$ cat src/rtl/mult_div_pkg.sv
// Shared types for the multiply/divide arithmetic stage: sequencer states,
// operation codes and the radix-4 Booth digit encoding.
package mult_div_pkg;

  typedef enum logic [2:0] {
    ST_IDLE    = 3'd0,
    ST_MUL     = 3'd1,
    ST_DIV     = 3'd2,
    ST_DIV_FIX = 3'd3,
    ST_FIN     = 3'd4
  } state_t;

  localparam logic OP_MUL = 1'b0;
  localparam logic OP_DIV = 1'b1;

  // Bit 2 is the negate flag, bits 1:0 the magnitude (0, 1 or 2).
  typedef enum logic [2:0] {
    BD_ZERO = 3'b000,
    BD_P1   = 3'b001,
    BD_P2   = 3'b010,
    BD_M1   = 3'b101,
    BD_M2   = 3'b110
  } booth_t;

endpackage

$ cat src/rtl/mult_div_core_booth_recode_2.sv
// Radix-4 Booth recoder: maps a 3-bit multiplier window {b(2i+1), b(2i), b(2i-1)}
// to a digit magnitude select and a negate flag.
module booth_recode_2
  import mult_div_pkg::*;
(
  input  logic [2:0] win,
  output logic [1:0] sel,
  output logic       neg
);

  booth_t     digit_s;
  logic [2:0] code_s;

  // Window to digit lookup
  always_comb begin
    digit_s = BD_ZERO;
    case (win)
      3'b000, 3'b111: digit_s = BD_ZERO;
      3'b001, 3'b010: digit_s = BD_P1;
      3'b011:         digit_s = BD_P2;
      3'b100:         digit_s = BD_M2;
      3'b101, 3'b110: digit_s = BD_M1;
      default:        digit_s = BD_ZERO;
    endcase
  end

  assign code_s = digit_s;
  assign sel    = code_s[1:0];
  assign neg    = code_s[2];

endmodule

$ cat src/rtl/mult_div_core.sv
// Word-level signed multiply (radix-4 Booth) / restoring divide stage with a
// BUSY/DONE handshake; results hold until the next operation completes.
module mult_div_core
  import mult_div_pkg::*;
#(
  parameter int WIDTH = 26
) (
  input  logic             CLK,
  input  logic             RST,
  input  logic             START,
  input  logic             OP,
  input  logic [WIDTH-1:0] OPA,
  input  logic [WIDTH-1:0] OPB,
  output logic             BUSY,
  output logic             DONE,
  output logic [WIDTH-1:0] RES_HI,
  output logic [WIDTH-1:0] RES_LO,
  output logic             OVF
);

  localparam int W  = WIDTH;
  localparam int AW = 2 * W + 2;
  localparam int CW = $clog2(W + 1);
  localparam logic [CW-1:0] MUL_LAST = CW'(W / 2 - 1);
  localparam logic [CW-1:0] DIV_LAST = CW'(W - 1);
  localparam logic [W-1:0]  MOST_NEG = {1'b1, {(W-1){1'b0}}};

  state_t         state_r;
  logic [CW-1:0]  step_r;
  logic [W-1:0]   opa_r;
  logic [W-1:0]   opb_r;
  logic [AW-1:0]  acc_r;
  logic           prev_r;
  logic [W-1:0]   rem_r;
  logic [W-1:0]   quo_r;
  logic [W-1:0]   dvs_r;
  logic           busy_r;
  logic           done_r;
  logic [W-1:0]   res_hi_r;
  logic [W-1:0]   res_lo_r;
  logic           ovf_r;

  logic           accept_s;
  logic [2:0]     win_s;
  logic [1:0]     sel_s;
  logic           neg_s;
  logic [W+1:0]   mcand_s;
  logic [W+1:0]   pp_mag_s;
  logic [W+1:0]   pp_s;
  logic [W+1:0]   hi_sum_s;
  logic [AW-1:0]  acc_nxt_s;
  logic [W-1:0]   opa_mag_s;
  logic [W-1:0]   opb_mag_s;
  logic [W:0]     shift_s;
  logic           fits_s;
  logic [W-1:0]   rem_nxt_s;
  logic [W-1:0]   q_fix_s;
  logic [W-1:0]   r_fix_s;
  logic           ovf_fix_s;

  assign accept_s = START && ((state_r == ST_IDLE) || (state_r == ST_FIN));

  assign win_s   = {acc_r[1:0], prev_r};
  assign mcand_s = {{2{opa_r[W-1]}}, opa_r};

  booth_recode_2 u_booth (
    .win (win_s),
    .sel (sel_s),
    .neg (neg_s)
  );

  // Booth partial product for the current step
  always_comb begin
    pp_mag_s = {(W+2){1'b0}};
    case (sel_s)
      2'd1:    pp_mag_s = mcand_s;
      2'd2:    pp_mag_s = {mcand_s[W:0], 1'b0};
      default: pp_mag_s = {(W+2){1'b0}};
    endcase
    if (neg_s) begin
      pp_s = ~pp_mag_s + (W+2)'(1);
    end else begin
      pp_s = pp_mag_s;
    end
  end

  assign hi_sum_s  = acc_r[AW-1:W] + pp_s;
  assign acc_nxt_s = {{2{hi_sum_s[W+1]}}, hi_sum_s, acc_r[W-1:2]};

  // Operand magnitudes; |most negative| still fits W unsigned bits
  always_comb begin
    if (OPA[W-1]) begin
      opa_mag_s = ~OPA + W'(1);
    end else begin
      opa_mag_s = OPA;
    end
    if (OPB[W-1]) begin
      opb_mag_s = ~OPB + W'(1);
    end else begin
      opb_mag_s = OPB;
    end
  end

  // Remainder stays below the divisor, so W bits hold it between steps
  assign shift_s   = {rem_r, quo_r[W-1]};
  assign fits_s    = (shift_s >= {1'b0, dvs_r});
  assign rem_nxt_s = shift_s[W-1:0] - dvs_r;

  // Sign correction applied in the DIV_FIX cycle
  always_comb begin
    if (opa_r[W-1] ^ opb_r[W-1]) begin
      q_fix_s = ~quo_r + W'(1);
    end else begin
      q_fix_s = quo_r;
    end
    if (opb_r[W-1]) begin
      r_fix_s = ~rem_r + W'(1);
    end else begin
      r_fix_s = rem_r;
    end
    ovf_fix_s = (opb_r == MOST_NEG) && (opa_r == {W{1'b1}});
  end

  // Sequencer, datapath registers and registered outputs
  always_ff @(posedge CLK or posedge RST) begin
    if (RST) begin
      state_r  <= ST_IDLE;
      step_r   <= {CW{1'b0}};
      opa_r    <= {W{1'b0}};
      opb_r    <= {W{1'b0}};
      acc_r    <= {AW{1'b0}};
      prev_r   <= 1'b0;
      rem_r    <= {W{1'b0}};
      quo_r    <= {W{1'b0}};
      dvs_r    <= {W{1'b0}};
      busy_r   <= 1'b0;
      done_r   <= 1'b0;
      res_hi_r <= {W{1'b0}};
      res_lo_r <= {W{1'b0}};
      ovf_r    <= 1'b0;
    end else begin
      done_r <= 1'b0;
      case (state_r)
        ST_IDLE, ST_FIN: begin
          if (accept_s) begin
            opa_r   <= OPA;
            opb_r   <= OPB;
            acc_r   <= {{(W+2){1'b0}}, OPB};
            prev_r  <= 1'b0;
            rem_r   <= {W{1'b0}};
            quo_r   <= opb_mag_s;
            dvs_r   <= opa_mag_s;
            step_r  <= {CW{1'b0}};
            busy_r  <= 1'b1;
            state_r <= (OP == OP_DIV) ? ST_DIV : ST_MUL;
          end else begin
            busy_r  <= 1'b0;
            state_r <= ST_IDLE;
          end
        end
        ST_MUL: begin
          acc_r  <= acc_nxt_s;
          prev_r <= acc_r[1];
          if (step_r == MUL_LAST) begin
            res_hi_r <= acc_nxt_s[2*W-1:W];
            res_lo_r <= acc_nxt_s[W-1:0];
            ovf_r    <= 1'b0;
            step_r   <= {CW{1'b0}};
            busy_r   <= 1'b0;
            done_r   <= 1'b1;
            state_r  <= ST_FIN;
          end else begin
            step_r <= step_r + CW'(1);
          end
        end
        ST_DIV: begin
          if (dvs_r == {W{1'b0}}) begin
            res_hi_r <= opb_r;
            res_lo_r <= {W{1'b0}};
            ovf_r    <= 1'b1;
            busy_r   <= 1'b0;
            done_r   <= 1'b1;
            state_r  <= ST_FIN;
          end else begin
            if (fits_s) begin
              rem_r <= rem_nxt_s;
              quo_r <= {quo_r[W-2:0], 1'b1};
            end else begin
              rem_r <= shift_s[W-1:0];
              quo_r <= {quo_r[W-2:0], 1'b0};
            end
            if (step_r == DIV_LAST) begin
              step_r  <= {CW{1'b0}};
              state_r <= ST_DIV_FIX;
            end else begin
              step_r <= step_r + CW'(1);
            end
          end
        end
        ST_DIV_FIX: begin
          res_hi_r <= r_fix_s;
          res_lo_r <= q_fix_s;
          ovf_r    <= ovf_fix_s;
          busy_r   <= 1'b0;
          done_r   <= 1'b1;
          state_r  <= ST_FIN;
        end
        default: begin
          busy_r  <= 1'b0;
          state_r <= ST_IDLE;
        end
      endcase
    end
  end

  assign BUSY   = busy_r;
  assign DONE   = done_r;
  assign RES_HI = res_hi_r;
  assign RES_LO = res_lo_r;
  assign OVF    = ovf_r;

endmodule

$ cat config.mk
export PLATFORM = sky130hd
export DESIGN_NAME = mult_div_core
export DESIGN_NICKNAME = d
export VERILOG_FILES = /design/src/rtl/mult_div_pkg.sv /design/src/rtl/mult_div_core_booth_recode_2.sv /design/src/rtl/mult_div_core.sv
export SDC_FILE = /design/constraint.sdc
export NUM_CORES = 1
export LEC_CHECK = 0
export ABC_AREA = 1
export BUFFER_PORTS_ARGS = -buffer_cell sky130_fd_sc_hd__buf_2
export CORE_MARGIN = 2
export CORE_UTILIZATION = 50
export CTS_BUF_LIST = sky130_fd_sc_hd__clkbuf_8 sky130_fd_sc_hd__clkbuf_16
export CTS_CLUSTER_SIZE = 40
export DETAILED_ROUTE_END_ITERATION = 8
export PLACE_DENSITY = 0.75
export SLEW_MARGIN = 20
export SYNTH_ARGS = -nofsm -noshare
export SYNTH_HDL_FRONTEND = slang
export SYNTH_SLANG_ARGS = --single-unit
$ cat constraint.sdc
create_clock -name CLK -period 14.9 [get_ports CLK]
set_clock_uncertainty 0.05 [all_clocks]
set_input_delay 2.98 -clock CLK [delete_from_list [all_inputs] [get_ports CLK]]
set_output_delay 2.98 -clock CLK [all_outputs]
set_load 0.005 [all_outputs]
# After elaboration in Yosys (flattened, before gate mapping)

Memory sizes are Yosys's and may differ from the RTL's.
Cells that the tools add are included.
Widths: inputs -> output; s select.

Output and inout port bits: 55
Input port bits: 56
Flip-flop bits (word level): 248
ROM bits: 24
Memories kept: 1

Memories:

| name             | depth | bits a word | read ports | clocked after Yosys merged registers in | write ports | RTL line                           | RTL |
|---|---|---|---|---|---|---|---|
| (name not given) | 8     | 3           | 1          | 0                                       | 0           | mult_div_core_booth_recode_2.sv:17 | `case (win)` |

Muxes and demuxes: 44
Bitwise logic cells: 6
Reduce and logical (&&, ||, !) cells: 17
Add/subtract/negate cells: 8
Magnitude comparators: 1
Equal/unequal tests: 15

Operator list:

| kind                  | count |
|---|---|
| $mux 26               | 13 |
| $pmux 26 s3           | 2 |
| $pmux 54 s2           | 1 |
| $add 26x1->26 const B | 4 |
| $not 26->26           | 4 |
| $pmux 26 s2           | 2 |
| $pmux 28 s2           | 1 |
| $mux 54               | 1 |
| $eq 26x26->1 const B  | 2 |
| $add 28x1->28 const B | 1 |
| $add 28x28->28        | 1 |
| $mux 28               | 1 |
| $not 28->28           | 1 |
| $ge 27x26->1          | 1 |
| $logic_not 26->1      | 1 |
| $sub 26x26->26        | 1 |
| $mux 5                | 4 |
| $pmux 5 s3            | 1 |
| $pmux 3 s4            | 1 |
| $mux 3                | 3 |
| $pmux 1 s3            | 3 |
| $reduce_and 3->1      | 3 |
| $mux 1                | 8 |
| $ne 2x2->1 const B    | 4 |
| 19 further kinds      | 27 |

# Logic depth before layout (Yosys ltp)

Gate-level depths: netlist of the first run.
An unclocked memory read counts as a cell.

Depth in word-level cells: 9
Mapped depth: 33
Mapped depth without buffers: 31

# Modules after synthesis

From an unflattened synthesis of the first run, not the netlist that was laid out.

Cells, all modules: 2,639
Area, all modules: 17,908.4 sq um

By module, submodules not included:

| module         | sequential area each (sq um) | cells an instance | area an instance (sq um) | instances |
|---|---|---|---|---|
| mult_div_core  | 6,130.9                      | 2,629             | 17,853.4                 | 1 |
| booth_recode_2 | 0.0                          | 10                | 55.1                     | 1 |

# Worst setup path before layout of the first run

OpenSTA, ideal clock, no wires.

Kind: input to register
From: in OPA[0]
To: reg dvs_r[18]
Buffers on the path: 0
Slack: 10,502 ps
Setup time: 134 ps
Data arrival time: 4,213 ps
Stages on the path: 11
Cells stage by stage: inv_1 -> ha_1 -> inv_1 -> nor3_2 -> inv_1 -> nor2_1 -> nand3_1 -> nor3_2 -> nand3_1 -> nand3_1 -> o211ai_1

Cells in the longest elaborated chain, start to end: 3

Ends and longest elaborated chain:

| what                   | RTL line             | RTL |
|---|---|---|
| start: declaration     | mult_div_core.sv:12  | `input logic [WIDTH-1:0] OPA,` |
| $not 26->26            | mult_div_core.sv:93  | `opa_mag_s = ~OPA + W'(1);` |
| $add 26x1->26          | mult_div_core.sv:93  |  |
| $mux 26                | mult_div_core.sv:92  | `if (OPA[W-1]) begin` |
| end signal: assignment | mult_div_core.sv:135 | `dvs_r <= {W{1'b0}};` |
| end signal: assignment | mult_div_core.sv:152 | `dvs_r <= opa_mag_s;` |
| end: declaration       | mult_div_core.sv:36  | `logic [W-1:0] dvs_r;` |

Every way passes these cells.
A chain may end at the register's enable or synchronous reset.

# Worst setup path after layout of the first run

From: reg acc_r[0]
To: reg res_hi_r[24] (netlist: RES_HI[24])

Cells in the longest elaborated chain, start to end: 9

Ends and longest elaborated chain:

| what                                            | RTL line             | RTL |
|---|---|---|
| start: declaration                              | mult_div_core.sv:32  | `logic [AW-1:0] acc_r;` |
| start signal: assignment                        | mult_div_core.sv:131 | `acc_r <= {AW{1'b0}};` |
| start signal: assignment                        | mult_div_core.sv:148 | `acc_r <= {{(W+2){1'b0}}, OPB};` |
| start signal: assignment                        | mult_div_core.sv:162 | `acc_r <= acc_nxt_s;` |
| $mem_v2 8x3 *                                   | --                   |  |
| $eq 2x2->1 / $eq 2x1->1 (equally long branches) | mult_div_core.sv:75  | `case (sel_s)` |
| $pmux 28 s2                                     | mult_div_core.sv:75  |  |
| $not 28->28                                     | mult_div_core.sv:81  | `pp_s = ~pp_mag_s + (W+2)'(1);` |
| $add 28x1->28                                   | mult_div_core.sv:81  |  |
| $mux 28 *                                       | mult_div_core.sv:80  | `if (neg_s) begin` |
| $add 28x28->28 *                                | mult_div_core.sv:87  | `assign hi_sum_s = acc_r[AW-1:W] + pp_s;` |
| $mux 26 *                                       | mult_div_core.sv:164 | `if (step_r == MUL_LAST) begin` |
| $pmux 26 s3 *                                   | mult_div_core.sv:143 | `case (state_r)` |
| end signal: assignment                          | mult_div_core.sv:138 | `res_hi_r <= {W{1'b0}};` |
| end signal: assignment                          | mult_div_core.sv:165 | `res_hi_r <= acc_nxt_s[2*W-1:W];` |
| end signal: assignment                          | mult_div_core.sv:178 | `res_hi_r <= opb_r;` |
| end: declaration                                | mult_div_core.sv:39  | `logic [W-1:0] res_hi_r;` |

Every way passes the cells marked *; elsewhere a longest branch is shown, timed or not. The select of a mux whose other input is x is not followed.

==> results.ini, run 1 <==
[finish]
final_cell_count_no_fill = 3147
final-seq-area_um2 = 6131
final_nets = 2786
multi_input_area_um2 = 10240
syn_to_final_growth_pct = 9.942
layout-drive-gt1-share = 0.09646
fillers = 3535
fin_area_um2 = 19650

[global_routing]
grt_pass1_vias = 17380
track_usage = 0.3585
grt_pass1_wl_um = 102100
grt_overflow = 0
antenna_found_initial = 2
grt_max_degree = 93

[logic_synthesis]
syn_area_um2 = 17870
yosysTopAreaCell = dfrtp_1
ys_top_cells_by_area = dfrtp_1 (34%), nand2_1 (14%), nand3_1 (7.4%)
synth.avg_cell_area_um2 = 6.865
yosysWarningCount = 0
yosysUniqueCellTypes = 57
synth_top_area_share = 0.3431
ys_seq_area_frac = 0.3431
syn_inst = 2603
syn_nets = 2727
yosys_register_bits = 245

[drt]
drc = 0
drtAntennaViolNets = 0
totalWireLength_um = 67000
wl_per_cell_um = 21.29
viasPerCell = 5.943
drt_iter0_markers = 2033
via_count = 18700
firstDrtPassIters = 6

[worst_setup_path]
end_kind = register
crit_required_ns = 15.35
reg2reg_from = acc_r[0]
cp_slowest_cell = ha_1
cp_top_family = simple AND/OR/NAND/NOR gates
rrSetupSlack_ns = 9.75
crit_top_cell = nand2_1
reg2regPathDepth = 25
path_class = register to register
crit_buf_inv = 3
worstReg2RegEnd = RES_HI[24]
cp-start-kind = register
cpPeakStageDelay_ns = 0.42
critPathMaxFanout = 38
arrival_ns = 5.61

[worst_hold_path]
min_path_cells = 2
hold_path_startpoint = RES_LO[1]
holdPathEnd = RES_LO[1]
hold_class = register to register

[place]
gp_congestion = 1.005
placed_cell_area_um2 = 18640
dp_cells = 3092
placement.io_buffers = 110
post-dp-hpwl_um = 51680

[cts]
cts_buffer_depth = 3
ctsHoldBuffers = 0
cts_max_level = 1
cts.sinks = 245
cts-root-buf = clkbuf_16
cts_tree = built
post_cts_buffers = 0
cts.repair.resized = 0
numCtsBuffers = 29
clk_latency_ns = 0.59
clk_pin_slew_ns = 0.06

[timing]
max_freq_ghz = 0.1940
rsz0062_at_grt = false
slew_viol_final = 0
fin_crit_ns = 5.154
setup-tns-final_ns = 0
period_share = 0.3459
worst_pin_slew_ns = 0.9888
finalHoldViolations = 0
setup_viol = 0
relSlewSlack = 0.3347

[die]
start_util = 0.5048
core_area_um2 = 35400
dieArea_um2 = 37270
die_width_um = 193.1
io_pins = 111
num_rows = 69
die_h_um = 193.1

[run_status]
status = complete, no violations

[run]
maxCapViolations = 0

[logic make-up after synthesis]
group / after synthesis / synth area share
simple gates: 1369 / 0.3350
flops: 245 / 0.3431
buf+inv: 372 / 0.08465
compound gates: 474 / 0.1520
fa+ha+maj: 68 / 0.04845
xor+xnor: 75 / 0.03676
[cell usage in the layout (no fill, tap or decap), types with 6 or more instances in the layout]
| cell | instances |
|---|---|
| nand2_1 | 658 |
| nor2_1 | 281 |
| inv_1 | 270 |
| nand3_1 | 264 |
| dfrtp_1 | 245 |
| o21ai_0 | 198 |
| a21oi_1 | 129 |
| buf_2 | 110 |
| ha_1 | 66 |
| xor2_1 | 51 |
| nand4_1 | 47 |
| o211ai_1 | 42 |
| nor3_1 | 34 |
| clkbuf_16 | 29 |
| xnor2_1 | 24 |
| nand2_2 | 16 |
| a31oi_1 | 16 |
| o22ai_1 | 16 |
| nand3_2 | 15 |
| o21ai_1 | 15 |
| nor4_1 | 12 |
| buf_4 | 12 |
| nor2_2 | 11 |
| inv_2 | 10 |
| a22o_1 | 8 |
| or2_2 | 8 |
| nor3_2 | 7 |
| o221ai_1 | 7 |
| clkbuf_8 | 7 |
| a21o_1 | 6 |
[flip-flops by register name, indices dropped and copies added, names as in the netlist]
register,cells
BUSY,1
DONE,1
OVF,1
RES_HI,26
RES_LO,26
acc_r,52
dvs_r,25
opa_r,26
opb_r,26
prev_r,1
quo_r,26
rem_r,26
state_r,3
step_r,5
[worst register-to-register path: cells and delay by family, from the launching register on]
kind,cells,cell delay (ns)
AND/OR/NAND/NOR,14,2.28
adder cells (fa/ha/maj),4,1.20
AO/OA/AOI/OAI,3,0.55
XOR/XNOR,1,0.16
buffers and inverters,3,0.44
flip-flops,1,0.38
[per-stage QoR]
stage	utilization	worst slack (ns)	hold WS [ns]
floorplan	-	5.140	0.4030
global placement	0.5267	9.603	0.4119
detailed placement	0.5267	9.617	0.4122
CTS	0.5548	9.797	0.4274
global route	0.5550	9.281	0.4630
finish	0.5550	9.746	0.4241
[layer usage]
layer / part of all wire / global-route usage / wire, um / vias up
met3: 0.094 / 0.06371 / 6303 / 140
met1: 0.42 / 0.5071 / 28430 / 8873
met2: 0.45 / 0.5547 / 29840 / 897
met4: 0.036 / 0.1203 / 2415 / 2
li1: - / - / - / 8790
met5: 0.00016 / 0 / 11 / -
[worst max-delay path by stage]
stage / startpoint / end / slack [ns] / cells after the start
floorplan: RST / BUSY / 5.14 / 1
global placement: START / acc_r[46] / 9.60 / 8
detailed placement: START / acc_r[46] / 9.62 / 8
CTS: acc_r[0] / RES_HI[15] / 9.80 / 28
global route: acc_r[0] / RES_HI[19] / 9.28 / 27
finish: acc_r[0] / RES_HI[24] / 9.75 / 25
[cell usage after synthesis (all sizes together)]
| master | instances |
|---|---|
| fa | 2 |
| nand2b | 1 |
| a41oi | 3 |
| a21oi | 134 |
| inv | 275 |
| o22ai | 16 |
| o221ai | 7 |
| clkinv | 1 |
| nand3 | 280 |
| a31oi | 16 |
| a22o | 8 |
| a32oi | 3 |
| nor3 | 41 |
| xor2 | 51 |
| xnor2 | 24 |
| or2 | 8 |
| nor2 | 297 |
| a22oi | 2 |
| ha | 66 |
| nor4 | 12 |
| buf | 48 |
| a32o | 2 |
| a211oi | 2 |
| o21a | 5 |
| nand3b | 5 |
| a21boi | 3 |
| nor3b | 1 |
| nand4 | 48 |
| a21o | 6 |
| o31ai | 3 |
| o21ai | 216 |
| dfrtp | 245 |
| clkbuf | 48 |
| o211ai | 43 |
| and3 | 1 |
| nand2 | 675 |
| o21bai | 5 |
[layout make-up]
class / instances / share of cell area
multi-input cells: 1986 / 0.5210
well taps: 461 / 0.02936
clock buffers: 36 / 0.04184
flip-flops and latches: 245 / 0.3121
repair buffers: 124 / 0.03375
diodes: 1 / 0.0001274
inverters: 276 / 0.05311
clock inverters: 18 / 0.008725
Power of run 1 is not shown: default switching activity piles up to over one toggle a cycle in this logic, so the estimate is an artifact.
==> run 2, diff against run 1 <==
Settings changed: ABC_AREA 1 to 0, PLACE_DENSITY 0.75 to 0.78.
Clock period 14.9 ns to 4.7 ns, I/O delays scaled along.
==> run 2 against run 1 <==
  * Worst hold slack got worse by 0.0035 ns
  * Non-clock buffer count grew 113
  * Critical path type unchanged
  * The run now ends with setup timing left
  * Sequential cell count did not move
  * Clock-buffer cell count shrank 2
  * Utilization is 4.7 points higher
  * Critical endpoint unchanged
==> results.ini, run 2 <==
[cts]
ctsHoldBuffers = 0
cts_max_level = 1
cts_buffer_depth = 3
cts_tree = built
clk_latency_ns = 0.55
cts.sinks = 245
numCtsBuffers = 28
clk_pin_slew_ns = 0.06
cts-root-buf = clkbuf_16

[drt]
drtAntennaViolNets = 0
drt_iter0_markers = 1639
wl_per_cell_um = 19.63
viasPerCell = 6.132
via_count = 15950
drc = 0
firstDrtPassIters = 6
totalWireLength_um = 51060

[logic_synthesis]
yosysWarningCount = 0
ys_seq_area_frac = 0.3773
synthFlopType = dfrtp_1
yosys_register_bits = 245
yosysUniqueCellTypes = 66
synth.most_common_cell = nand2_1
ys_top_cells_by_area = dfrtp_1 (38%), nand2_1 (9.1%), o21ai_0 (5.6%)
yosys-top-cells-count = nand2_1 (392), dfrtp_1 (245), o21ai_0 (181)
syn_area_um2 = 16250
syn_nets = 2111
synth.avg_cell_area_um2 = 8.177
syn_inst = 1987
synth_top_area_share = 0.3773
yosysTopAreaCell = dfrtp_1
synth-edff-count = 0
postSynth.asyncResetShare = 1.000

[timing]
slew_viol_final = 0
fin_crit_ns = 5.296
setup_viol = 23
worst_pin_slew_ns = 1.072
period_share = 1.127
max_freq_ghz = 0.1888
relSlewSlack = 0.2829
setup-tns-final_ns = -8.754
finalHoldViolations = 0
fin_ws_ns = -0.5965
rsz0062_at_grt = true

[worst_hold_path]
hold_path_startpoint = RES_LO[17]
hold_class = register to register

[global_routing]
grt_pass1_vias = 14960
track_usage = 0.2993
grt_pass1_wl_um = 81140
grt_max_degree = 96
antenna_found_initial = 0
grt_overflow = 0

[worst_setup_path]
crit_path_start = prev_r
cp_slowest_cell = or4_4
arrival_ns = 5.67
reg2reg_from = prev_r
critPathMaxFanout = 4
cp-start-kind = register
end_kind = register
cp_top_family = simple AND/OR/NAND/NOR gates
crit_required_ns = 5.07
path_class = register to register
crit_buf_inv = 5
cpPeakStageDelay_ns = 0.56

[place]
gp_congestion = 0.9814
post-dp-hpwl_um = 36260
pre_cts_ws_ns = -0.7253
placement.io_buffers = 110

[run_status]
status = finished with violations
violations = setup timing

[finish]
syn_to_final_growth_pct = 19.60
fillers = 2763
largest_reg_flops = 52
diodes = 0
final-seq-area_um2 = 6132
final_nets = 2262
regMostFlops = acc_r
final_cell_mix = nand2_1 (387), dfrtp_1 (244), o21ai_0 (162)
layout-drive-gt1-share = 0.1876
multi_input_area_um2 = 10000
final_common_cell = nand2_1

[run]
maxCapViolations = 0

[die]
core_area_um2 = 32290
start_util = 0.5032
dieArea_um2 = 33950
num_rows = 66
die_width_um = 184.3
die_h_um = 184.3
io_pins = 111

-- run 2: cell count changes after synthesis, sizes merged, moves of 37 or more --
cell | previous run | this run
clkbuf | 48 | 100
xnor2 | 24 | 81
nand3 | 280 | 56
nand2 | 675 | 392
o31ai | 3 | 40
inv | 275 | 58
a22oi | 2 | 71
nor2 | 297 | 120
-- run 2: final cells by class --
| cell class | instances | share of cell area |
|---|---|---|
| Multi-Input combinational cell | 1568 | 0.5147 |
| Timing Repair Buffer | 237 | 0.08029 |
| Clock buffer | 34 | 0.04089 |
| Sequential cell | 245 | 0.3156 |
| Tap cell | 442 | 0.02846 |
| Clock inverter | 17 | 0.008692 |
| Inverter | 58 | 0.01140 |
-- run 2: final timing paths --
| check | endpoint | slack (ns) | depth (start not counted) |
|---|---|---|---|
| worst max-delay path | RES_HI[24] | -0.60 | 25 |
| worst min register to register | RES_LO[17] | 0.42 | 2 |
| worst max register to register | RES_HI[24] | -0.60 | 25 |
| worst min-delay path | RES_LO[17] | 0.42 | 2 |
| min in group asynchronous | acc_r[16] | 0.45 | 2 |
| max in group asynchronous | dvs_r[19] | 3.19 | 3 |
-- run 2: cells by family (layout without fill, tap and decap cells) --
family                     count (synthesis)  in the layout  synth area share
and+or+nand+nor                          731            731            0.2009
adders and majority gates                 68             68           0.05329
DFF                                      245            245            0.3773
muxes                                      9              9          0.005775
xor gates and xnor gates                 162            162           0.08732
buffers and inverters                    174            346           0.04035
AOI/OAI and AO/OA                        598            598            0.2350
-- run 2: worst reg2reg max path, delay by kind of cell, from the launching register on --
family | cells | cell delay, ns
AO/OA/AOI/OAI | 3 | 0.50
adder cells (fa/ha/maj) | 4 | 0.95
buffers and inverters | 5 | 0.53
flip-flops | 1 | 0.38
AND/OR/NAND/NOR | 11 | 2.38
XOR/XNOR | 1 | 0.11
multiplexers | 1 | 0.27
-- run 2: repair_timing --
action,4_1_cts,5_1_grt
setup endpoints to repair,25,34
resized for setup,34,61
setup buffers,16,9
pin swaps,14,35
-- run 2: routing by layer --
metal | track usage | vias to the layer above | part of all wire
met5 | 0 | - | 0
met4 | 0.1181 | 0 | 0.044
met3 | 0.03912 | 139 | 0.081
met2 | 0.4845 | 784 | 0.46
met1 | 0.4082 | 7648 | 0.41
li1 | - | 7379 | -
-- run 2: stage by stage --
step / cell area [um2] / hold WS (ns) / std cells / utilization
4_1_cts: 19090 / 0.4273 / 2594 / 0.5911
5_1_grt: 19430 / 0.4430 / 2601 / 0.6018
6_report: 19430 / 0.4206 / 2601 / 0.6018
3_3_place_gp: 17880 / 0.4058 / 2527 / 0.5536
3_5_place_dp: 17880 / 0.4141 / 2527 / 0.5536
2_1_floorplan: 16390 / 0.3953 / 1987 / -
Power of run 2 is left out for the same reason.
==> run 3, diff against run 2 <==
Settings changed: TNS_END_PERCENT from default to 5.
==> run 3 against run 2 <==
  * Critical path type unchanged
  * Clock-buffer cell count shrank 3
  * Via count shrank 0.66%
  * Design area shrank 0.94%
  * The flow still finishes with violations (setup timing)
==> results.ini, run 3 (synthesized netlist as in run 2, its figures left out) <==
[run_status]
status = finished with violations
violations = setup timing

[drt]
drc = 0
wl_per_cell_um = 19.30
firstDrtPassIters = 6
viasPerCell = 6.048
totalWireLength_um = 50570
drtAntennaViolNets = 0
via_count = 15850
drt_iter0_markers = 1656

[place]
pre_cts_ws_ns = -1.018
post-dp-hpwl_um = 36570
placement.io_buffers = 110
gp_congestion = 0.9246

[global_routing]
track_usage = 0.2979
grt_pass1_vias = 15100
grt_pass1_wl_um = 80920
grt_overflow = 0
antenna_found_initial = 0
grt_max_degree = 116

[run]
maxCapViolations = 0

[timing]
fin_ws_ns = -0.7654
finalHoldViolations = 0
worst_pin_slew_ns = 1.089
fin_crit_ns = 5.465
rsz0062_at_grt = true
slew_viol_final = 0
max_freq_ghz = 0.1830
relSlewSlack = 0.2712
period_share = 1.163
setup_viol = 27

[die]
die_h_um = 184.3
die_width_um = 184.3
core_area_um2 = 32290
io_pins = 111
num_rows = 66
dieArea_um2 = 33950
start_util = 0.5032

[finish]
final_cell_mix = nand2_1 (389), dfrtp_1 (244), o21ai_0 (168)
final_common_cell = nand2_1
final_nets = 2282
regMostFlops = acc_r
diodes = 0
largest_reg_flops = 52
layout-drive-gt1-share = 0.1758
syn_to_final_growth_pct = 18.47

[cts]
cts_buffer_depth = 3
clk_pin_slew_ns = 0.06
numCtsBuffers = 28
cts-root-buf = clkbuf_16
cts_max_level = 1
cts.sinks = 245
cts_tree = built
clk_latency_ns = 0.55

[worst_setup_path]
path_class = register to register
reg2regPathDepth = 22
rrSetupSlack_ns = -0.77
arrival_ns = 5.85
cp-start-kind = register
end_kind = register
critPathMaxFanout = 4
crit_required_ns = 5.08

[worst_hold_path]
min_path_cells = 2
hold_class = register to register

==> run 3: final cells by class <==
class	count	area, um2
Tap cell	442	553.0
Sequential cell	245	6132
Clock inverter	19	165.2
Inverter	58	221.5
Multi-Input combinational cell	1568	9734
Timing Repair Buffer	257	1690
Fill cell	2834	13040
Clock buffer	31	753.2
==> run 3: worst paths after layout <==
kind / startpoint / endpoint
worst max-delay path: acc_r[0] / acc_r[50]
worst min-delay path: RES_LO[16] / RES_LO[16]
worst max register to register: acc_r[0] / acc_r[50]
worst min register to register: RES_LO[16] / RES_LO[16]
max in group asynchronous: RST / dvs_r[9]
min in group asynchronous: RST / RES_LO[15]
==> run 3: critical path: stages, from the launching register on <==
cell     delay, ns
dfrtp_1       0.40
inv_1         0.06
ha_2          0.16
mux2_4        0.28
ha_4          0.30
nor2b_4       0.05
a22oi_2       0.20
ha_2          0.21
inv_2         0.04
or3_4         0.36
or3_4         0.40
or3_4         0.40
or4_4         0.54
nand2_4       0.09
xnor2_2       0.06
ha_1          0.32
buf_6         0.13
a21o_1        0.18
nor2b_4       0.14
a21oi_4       0.14
nand4_1       0.17
a311o_1       0.42
a32o_1        0.26
==> run 3: metal layers <==
layer	vias up	routed length [um]	track usage
li1	7429	-	-
met1	7584	21440	0.4106
met2	706	23260	0.4803
met3	126	3938	0.04307
met4	0	1933	0.1040
met5	-	0	0
==> run 3: metrics by stage <==
step                instance area [um2]  setup TNS [ns]  cells  hold WS (ns)  utilization
global placement                  17970          -14.36   2553        0.4058       0.5566
detailed placement                17970          -18.68   2553        0.4150       0.5566
CTS                               19060          -9.570   2610        0.4289       0.5904
floorplan                         16250          -25.75   1987        0.3953            -
finish                            19250          -12.03   2620        0.4213       0.5962
global route                      19250          -18.59   2620        0.4444       0.5962
==> run 3: timing repair <==
item	in CTS	in global routing
pin swaps	20	23
hold buffers	0	0
gates resized for setup	39	28
endpoints found under the setup margin	34	38
setup buffers	7	10
hold endpoints to repair	0	0
Power of run 3 is left out for the same reason.
